## config.mk

```make
export PLATFORM = sky130hd
export DESIGN_NAME = map_mem_arb
export DESIGN_NICKNAME = d
export VERILOG_FILES = /design/src/rtl/map_mem_arb.sv
export SDC_FILE = /design/constraint.sdc
export NUM_CORES = 1
export LEC_CHECK = 0
export ABC_AREA = 1
export CORE_MARGIN = 8
export CORE_UTILIZATION = 42
export DETAILED_ROUTE_END_ITERATION = 8
export HOLD_SLACK_MARGIN = 0.05
export PLACE_DENSITY = 0.81
export SETUP_SLACK_MARGIN = 0.3
export SKIP_CTS_REPAIR_TIMING = 1
export SLEW_MARGIN = 30
export SYNTH_ARGS = -nofsm -noshare
export SYNTH_HDL_FRONTEND = slang
export SYNTH_SLANG_ARGS = --single-unit
```

## constraint.sdc

```tcl
create_clock -name clk -period 2.95 [get_ports clk]
set_input_delay 0.59 -clock clk [delete_from_list [all_inputs] [get_ports clk]]
set_output_delay 0.59 -clock clk [all_outputs]
set_load 0.1 [all_outputs]
```

## src/rtl/map_mem_arb.sv

```systemverilog
`timescale 1ns/1ps
// map_mem_arb: shares one memory port between the mapper CPU path and the FMV DMA writer.
// CPU has fixed priority; a wait counter forces a DMA grant after DMA_MAX_WAIT CPU grants.
module map_mem_arb #(
  parameter int AW           = 23,
  parameter int DW           = 16,
  parameter int DMA_MAX_WAIT = 8
) (
  input  logic          clk,
  input  logic          rst,
  input  logic          cpu_req,
  input  logic          cpu_we,
  input  logic [AW-1:0] cpu_addr,
  input  logic [DW-1:0] cpu_wdata,
  output logic [DW-1:0] cpu_rdata,
  output logic          cpu_ack,
  input  logic          dma_req,
  input  logic          dma_we,
  input  logic [AW-1:0] dma_addr,
  input  logic [DW-1:0] dma_wdata,
  output logic [DW-1:0] dma_rdata,
  output logic          dma_ack,
  output logic          mem_req,
  output logic          mem_we,
  output logic [AW-1:0] mem_addr,
  output logic [DW-1:0] mem_wdata,
  input  logic [DW-1:0] mem_rdata,
  input  logic          mem_ack,
  output logic          grant_dma
);
  localparam int            CW       = $clog2(DMA_MAX_WAIT + 1);
  localparam logic [CW-1:0] WAIT_MAX = CW'(DMA_MAX_WAIT);

  typedef enum logic [1:0] {
    ST_IDLE = 2'd0,
    ST_CPU  = 2'd1,
    ST_DMA  = 2'd2
  } state_t;

  state_t        state_q, state_d;
  logic [CW-1:0] wait_cnt_q, wait_cnt_d;
  logic          mem_req_q, mem_req_d;
  logic          mem_we_q, mem_we_d;
  logic [AW-1:0] mem_addr_q, mem_addr_d;
  logic [DW-1:0] mem_wdata_q, mem_wdata_d;
  logic [DW-1:0] cpu_rdata_q, cpu_rdata_d;
  logic [DW-1:0] dma_rdata_q, dma_rdata_d;
  logic          cpu_ack_q, cpu_ack_d;
  logic          dma_ack_q, dma_ack_d;
  logic          grant_dma_q, grant_dma_d;

  logic cpu_elig_s, dma_elig_s, arb_open_s, dma_win_s, cpu_win_s;

  // Winner select; the cycle carrying an ack pulse is a dead cycle so mem_req always idles once.
  always_comb begin
    cpu_elig_s = cpu_req & ~cpu_ack_q;
    dma_elig_s = dma_req & ~dma_ack_q;
    arb_open_s = (state_q == ST_IDLE) & ~cpu_ack_q & ~dma_ack_q;
    dma_win_s  = arb_open_s & dma_elig_s & (~cpu_elig_s | (wait_cnt_q == WAIT_MAX));
    cpu_win_s  = arb_open_s & cpu_elig_s & ~dma_win_s;
  end

  // Transaction FSM: launch the winner, then hold mem_* until the memory acks.
  always_comb begin
    state_d     = state_q;
    mem_req_d   = mem_req_q;
    mem_we_d    = mem_we_q;
    mem_addr_d  = mem_addr_q;
    mem_wdata_d = mem_wdata_q;
    cpu_rdata_d = cpu_rdata_q;
    dma_rdata_d = dma_rdata_q;
    grant_dma_d = grant_dma_q;
    cpu_ack_d   = 1'b0;
    dma_ack_d   = 1'b0;
    case (state_q)
      ST_IDLE: begin
        if (dma_win_s) begin
          mem_req_d   = 1'b1;
          mem_we_d    = dma_we;
          mem_addr_d  = dma_addr;
          mem_wdata_d = dma_wdata;
          grant_dma_d = 1'b1;
          state_d     = ST_DMA;
        end else if (cpu_win_s) begin
          mem_req_d   = 1'b1;
          mem_we_d    = cpu_we;
          mem_addr_d  = cpu_addr;
          mem_wdata_d = cpu_wdata;
          grant_dma_d = 1'b0;
          state_d     = ST_CPU;
        end else begin
          state_d = ST_IDLE;
        end
      end
      ST_CPU: begin
        if (mem_ack) begin
          if (!mem_we_q) begin
            cpu_rdata_d = mem_rdata;
          end else begin
            cpu_rdata_d = cpu_rdata_q;
          end
          cpu_ack_d = 1'b1;
          mem_req_d = 1'b0;
          state_d   = ST_IDLE;
        end else begin
          state_d = ST_CPU;
        end
      end
      ST_DMA: begin
        if (mem_ack) begin
          if (!mem_we_q) begin
            dma_rdata_d = mem_rdata;
          end else begin
            dma_rdata_d = dma_rdata_q;
          end
          dma_ack_d   = 1'b1;
          mem_req_d   = 1'b0;
          grant_dma_d = 1'b0;
          state_d     = ST_IDLE;
        end else begin
          state_d = ST_DMA;
        end
      end
      default: begin
        mem_req_d   = 1'b0;
        grant_dma_d = 1'b0;
        state_d     = ST_IDLE;
      end
    endcase
  end

  // Starvation counter: counts CPU grants taken while the DMA waits.
  always_comb begin
    if (!dma_req) begin
      wait_cnt_d = {CW{1'b0}};
    end else if (dma_win_s) begin
      wait_cnt_d = {CW{1'b0}};
    end else if (cpu_win_s && (wait_cnt_q != WAIT_MAX)) begin
      wait_cnt_d = wait_cnt_q + CW'(1);
    end else begin
      wait_cnt_d = wait_cnt_q;
    end
  end

  // State and output registers.
  always_ff @(posedge clk or posedge rst) begin
    if (rst) begin
      state_q     <= ST_IDLE;
      wait_cnt_q  <= {CW{1'b0}};
      mem_req_q   <= 1'b0;
      mem_we_q    <= 1'b0;
      mem_addr_q  <= {AW{1'b0}};
      mem_wdata_q <= {DW{1'b0}};
      cpu_rdata_q <= {DW{1'b0}};
      dma_rdata_q <= {DW{1'b0}};
      cpu_ack_q   <= 1'b0;
      dma_ack_q   <= 1'b0;
      grant_dma_q <= 1'b0;
    end else begin
      state_q     <= state_d;
      wait_cnt_q  <= wait_cnt_d;
      mem_req_q   <= mem_req_d;
      mem_we_q    <= mem_we_d;
      mem_addr_q  <= mem_addr_d;
      mem_wdata_q <= mem_wdata_d;
      cpu_rdata_q <= cpu_rdata_d;
      dma_rdata_q <= dma_rdata_d;
      cpu_ack_q   <= cpu_ack_d;
      dma_ack_q   <= dma_ack_d;
      grant_dma_q <= grant_dma_d;
    end
  end

  assign mem_req   = mem_req_q;
  assign mem_we    = mem_we_q;
  assign mem_addr  = mem_addr_q;
  assign mem_wdata = mem_wdata_q;
  assign cpu_rdata = cpu_rdata_q;
  assign dma_rdata = dma_rdata_q;
  assign cpu_ack   = cpu_ack_q;
  assign dma_ack   = dma_ack_q;
  assign grant_dma = grant_dma_q;
endmodule

```

=== After elaboration in Yosys (flattened, before gate mapping) ===
Cells that the tools add are included.

* Bits in registers: 82
* Bits in latches: 0
* RAM bits: 0
* ROM bits: 0
* Input port bits: 101
* Word-level logic and storage cells: 68
* Memories kept: 0

* Add/sub/neg operators: 1
* Multiply operators: 0
* Div/mod/pow operators: 0
* Magnitude comparators: 0
* Equal/unequal tests: 8
* Shift-type cells: 0
* Multiplexer cells: 24
* Bitwise logic cells: 15
* Reductions and logical operators: 9

{| class="wikitable"
|+ Operators by type and width
! operator !! count
|-
| $mux W23 || 2
|-
| $mux W16 || 2
|-
| $mux W1 || 12
|-
| $mux W4 || 3
|-
| $reduce_and A3 Y1 || 3
|-
| $and A1 B1 Y1 || 8
|-
| $not A1 Y1 || 6
|-
| $pmux W2 S3 || 1
|-
| $add A4 B1 Y4 const B || 1
|-
| $eq A4 B4 Y1 const B || 1
|-
| $mux W2 || 2
|-
| $ne A4 B4 Y1 const B || 1
|-
| $reduce_and A2 Y1 || 2
|-
| $ne A3 B1 Y1 const B || 1
|-
| $ne A3 B3 Y1 const B || 1
|-
| $pmux W1 S3 || 1
|-
| $eq A2 B1 Y1 const B || 1
|-
| $eq A2 B2 Y1 const B || 1
|-
| $logic_not A2 Y1 || 1
|-
| $ne A2 B1 Y1 const B || 1
|-
| $ne A2 B2 Y1 const B || 1
|-
| $pmux W1 S2 || 1
|-
| $reduce_bool A2 Y1 || 1
|-
| $reduce_or A2 Y1 || 1
|-
| other kinds (2) || 2
|}

=== Depth between registers and ports, before layout ===
* Depth after elaboration: 11
* Mapped depth: 10

=== Least setup slack after synthesis ===
OpenSTA, ideal clock, no wires.

* Path type: flip-flop to flip-flop
* From: register dma_ack_q (netlist: dma_ack)
* To: register mem_we_q (netlist: mem_we)
* Setup time: 0.068 ns
* Data arrival time: 1.799 ns
* Data required time: 2.882 ns
* Slack: 1.083 ns
* Stages on the path, launching flop included: 8
* Path buffers: 1
* Clock period less this slack: 1.867 ns
* Cell sequence: dfrtp_1 -> inv_1 -> nand2_2 -> inv_1 -> nand2_1 -> buf_1 -> nand3_1 -> nand2_1

* Longest elaborated chain between the ends: 8

{| class="wikitable"
|+ Ends and longest elaborated chain
! item !! RTL line !! RTL
|-
| start, declared || 49 || <nowiki>logic dma_ack_q, dma_ack_d;</nowiki>
|-
| start signal, assigned || 169 || <nowiki>dma_ack_q <= dma_ack_d;</nowiki>
|-
| $not A1 Y1 (*) || 57, 58 ||
|-
| $and A1 B1 Y1, on equally long branches || 58, 57 ||
|-
| $and A1 B1 Y1 (2 in series) || 59 || <nowiki>dma_win_s = arb_open_s & dma_elig_s & (~cpu_elig_s | (wait_cnt_q == WAIT_MAX));</nowiki>
|-
| $not A1 Y1 || 60 || <nowiki>cpu_win_s = arb_open_s & cpu_elig_s & ~dma_win_s;</nowiki>
|-
| $and A1 B1 Y1 || 60 ||
|-
| $reduce_bool A2 Y1 (no line) || - ||
|-
| $reduce_and A2 Y1 (no line) || - ||
|-
| end signal, assigned || 163 || <nowiki>mem_we_q <= mem_we_d;</nowiki>
|-
| end, declared || 43 || <nowiki>logic mem_we_q, mem_we_d;</nowiki>
|}

Mark *: on every way between the ends. The rest lies on a longest branch, timed or not.
A chain may end at the register's enable or synchronous reset.

=== Worst setup path after layout ===
* From: input port mem_ack
* To: register cpu_rdata_q[6] (netlist: cpu_rdata[6])

* Longest elaborated chain between the ends: 1

{| class="wikitable"
|+ Ends and longest elaborated chain
! item !! RTL line !! RTL
|-
| start, declared || 28 || <nowiki>input logic mem_ack,</nowiki>
|-
| $reduce_and A3 Y1 (no line) || - ||
|-
| end signal, assigned || 154 || <nowiki>cpu_rdata_q <= {DW{1'b0}};</nowiki>
|-
| end signal, assigned || 166 || <nowiki>cpu_rdata_q <= cpu_rdata_d;</nowiki>
|-
| end, declared || 46 || <nowiki>logic [DW-1:0] cpu_rdata_q, cpu_rdata_d;</nowiki>
|}

Every way passes these cells.

==> impl_metrics.toml <==
[finish]
antenna_diode_count = 0
fraction_of_final_layout_cells_with_drive_strength_greater_than_1_pct = 15.7
final_core_utilization_pct = 62.6
area_growth_from_synthesis_to_layout_pct = 46.2
post_layout_nets = 778

[synth]
post-synth-top-area-fraction_pct = 52.3
mappedNetlistNets = 614
synth.yosys.seq_area_share_pct = 52.3
ys_ff_latch = 82
synth_area_leader_cell = "dfrtp_1"
netlist_area_mm2 = 0.00392
synth.top_cells.by_area = "dfrtp_1 52%, nand2_1 21%, nand3_1 11%"
post_synth.cell_area_avg_um2 = 7.74
synth-warning-count = 0
ys_types = 20
syn_inst = 507

[detailed_routing]
via_per_inst = 4.97
starting_drc_count_in_detailed_routing = 257
number_of_nets_with_antenna_violations_after_routing = 0
routed-via-count = 3909
drt_wl_total_um = 12000
drt_pass1_iterations = 4
detail_route.wl_per_cell_um = 15.2
remaining_drc_errors = 0

[grt]
first_global_vias = 3906
globalRouteTotalUtil_pct = 18.9
maximum_number_of_pins_on_one_net_before_global_route_repair = 83
global_route_wire_length_before_repair_um = 19700
globalRouteOverflowTotal = 0
antenna_violations_before_repair = 0

[sta]
totalNegativeSetupSlack_ns = 0
final-setup-viol-count = 0
fmax_mhz = 535
rsz_0062_raised_after_global_routing = "no"
clock-skew-final_ns = 0.00969
finalHoldViolCount = 0
timing.final.crit_share_pct = 63.4
timing_max_transition_violations_final = 0
worst-slew-pin-transition_ns = 0.856
final.min_clock_period_ns = 1.87
relSlewSlack_pct = 42.8

[floorplan]
fp.dieH_um = 113
core.rowCount = 35
die_area_mm2 = 0.0127
fp.dieW_um = 113
ports_placed_on_the_boundary = 177
core_area_mm2 = 0.00915
initial_utilization_pct = 42.9

[clock_network]
htree_levels = 3
tritoncts_num_sinks = 82
path_clk_slew_ns = 0.09
cts_max_path_buffers = 2
tritoncts_clock_tree = "built"
root_buffer = "clkbuf_8"
clock_insertion_delay_at_the_later_pin_of_the_skew_report_ns = 0.34
cts_made_buffers = 9

[worst_setup_path]
crit_path_frequent_cell = "nand2_1"
worst-path-buf-inv = 2
critical_path.startpoint_type = "input port"
cp.required_ns = 3.19
crit_path_cell_trace = "clkdlybuf4s50_1, nand2_1, inv_1, nand2_1, o21ai_0"
path_class = "input port to register"
critPathTopFamily = "buffers and inverters"
crit_path_end_kind = "register"
critPathSlowestCell = "clkdlybuf4s50_1"
max_stage_delay_ns = 0.50
crit_arrival_ns = 2.11
worst-path-max-fanout = 32

[job]
cap_viol_max_count = 0

[placed_design]
dp_hpwl_um = 8760
place.port_buffers = 176
gp_congestion = 0.840

[worst_hold_path]
hold_path_class = "register to register"

[run_status]
status = "completed"
-- state kept, by name (all words and copies together) (netlist names), 2 cells and up --
name        flops
mem_addr       23
cpu_rdata      16
dma_rdata      16
mem_wdata      16
wait_cnt_q      4
state_q         2
-- synth_stat cells --
master	instances
ha_1	6
buf_1	3
o21ai_0	32
nand3b_1	1
buf_2	12
nand2_2	2
buf_6	1
inv_1	31
nor2_4	1
inv_2	1
buf_4	3
a21oi_1	6
nand2_1	218
dfrtp_1	82
nand3_1	85
nand4_1	2
nand3_2	1
nand2_4	1
nor2_1	8
clkbuf_1	11
-- layout make-up --
class | instances | area [um2]
fillers | 770 | 3420
well taps | 111 | 139
clock inverters | 7 | 53.8
inverters | 32 | 124
repair buffers | 183 | 1640
clock buffers | 9 | 124
multi-input cells | 363 | 1600
flip-flops and latches | 82 | 2050
-- worst paths after layout --
kind                       cells past startpoint  slack (ns)            end           from
min reg2reg                                    2        0.49      grant_dma      grant_dma
max in group asynchronous                      3        1.90    mem_addr[5]            rst
min in group asynchronous                      3        0.71  dma_rdata[13]            rst
max reg2reg                                    9        1.13   mem_wdata[7]  wait_cnt_q[0]
max                                            5        1.08   cpu_rdata[6]        mem_ack
min                                            2        0.49      grant_dma      grant_dma
-- cell usage in the layout, fill, tap and decap left out --
| cell type | Yosys | final |
|---|---|---|
| nand2_1 | 218 | 218 |
| clkdlybuf4s50_1 | 0 | 100 |
| nand3_1 | 85 | 85 |
| dfrtp_1 | 82 | 82 |
| buf_4 | 3 | 82 |
| o21ai_0 | 32 | 32 |
| inv_1 | 31 | 30 |
| clkbuf_8 | 0 | 9 |
| nor2_1 | 8 | 8 |
| a21oi_1 | 6 | 6 |
| ha_1 | 6 | 6 |
| clkinvlp_4 | 0 | 4 |
| nand2_2 | 2 | 2 |
| nand4_1 | 2 | 2 |
| clkinv_4 | 0 | 2 |
| inv_2 | 1 | 1 |
| nand3_2 | 1 | 1 |
| nor2_4 | 1 | 1 |
| nand2_4 | 1 | 1 |
| nand3b_1 | 1 | 1 |
| clkinv_2 | 0 | 1 |
| inv_6 | 0 | 1 |
| buf_12 | 0 | 1 |
-- worst register-to-register path, cell delays in order (launching register included) --
cell and delay [ns]:
dfrtp_1 0.41, inv_1 0.11, ha_1 0.17, nand3_2 0.17, nand2_2 0.14, buf_4 0.36, nand3_1 0.15, nand2_1 0.11
nand2_1 0.06, nand2_1 0.07
-- stage by stage --
stage	worst slack, ns	instance area [um2]	cells	hold WS, ns
after floorplan	1.08	3930	507	0.541
after global placement	0.758	5560	771	0.465
after detailed placement	0.694	5560	771	0.477
after CTS	1.08	5730	787	0.498
after global routing	0.937	5730	787	0.522
final	1.08	5730	787	0.490
-- logic make-up after synthesis --
| group | count (synthesis) | share of synthesized area, % |
|---|---|---|
| buffers and inverters | 62 | 6.79 |
| AO/OA/AOI/OAI | 38 | 4.85 |
| flip-flops | 82 | 52.3 |
| adder cells (fa/ha/maj) | 6 | 1.91 |
| AND/OR/NAND/NOR | 319 | 34.1 |
-- routing by layer --
layer / global-route usage, % / share of wire [%] / vias up
met4: 4.77 / 1.0 / 0
met1: 23.9 / 43 / 1825
li1: - / - / 1928
met3: 6.33 / 9.8 / 10
met5: 0 / 0 / -
met2: 30.2 / 46 / 146
Power is not shown: default switching activity piles up to over one toggle a cycle in this logic, so the estimate is an artifact.
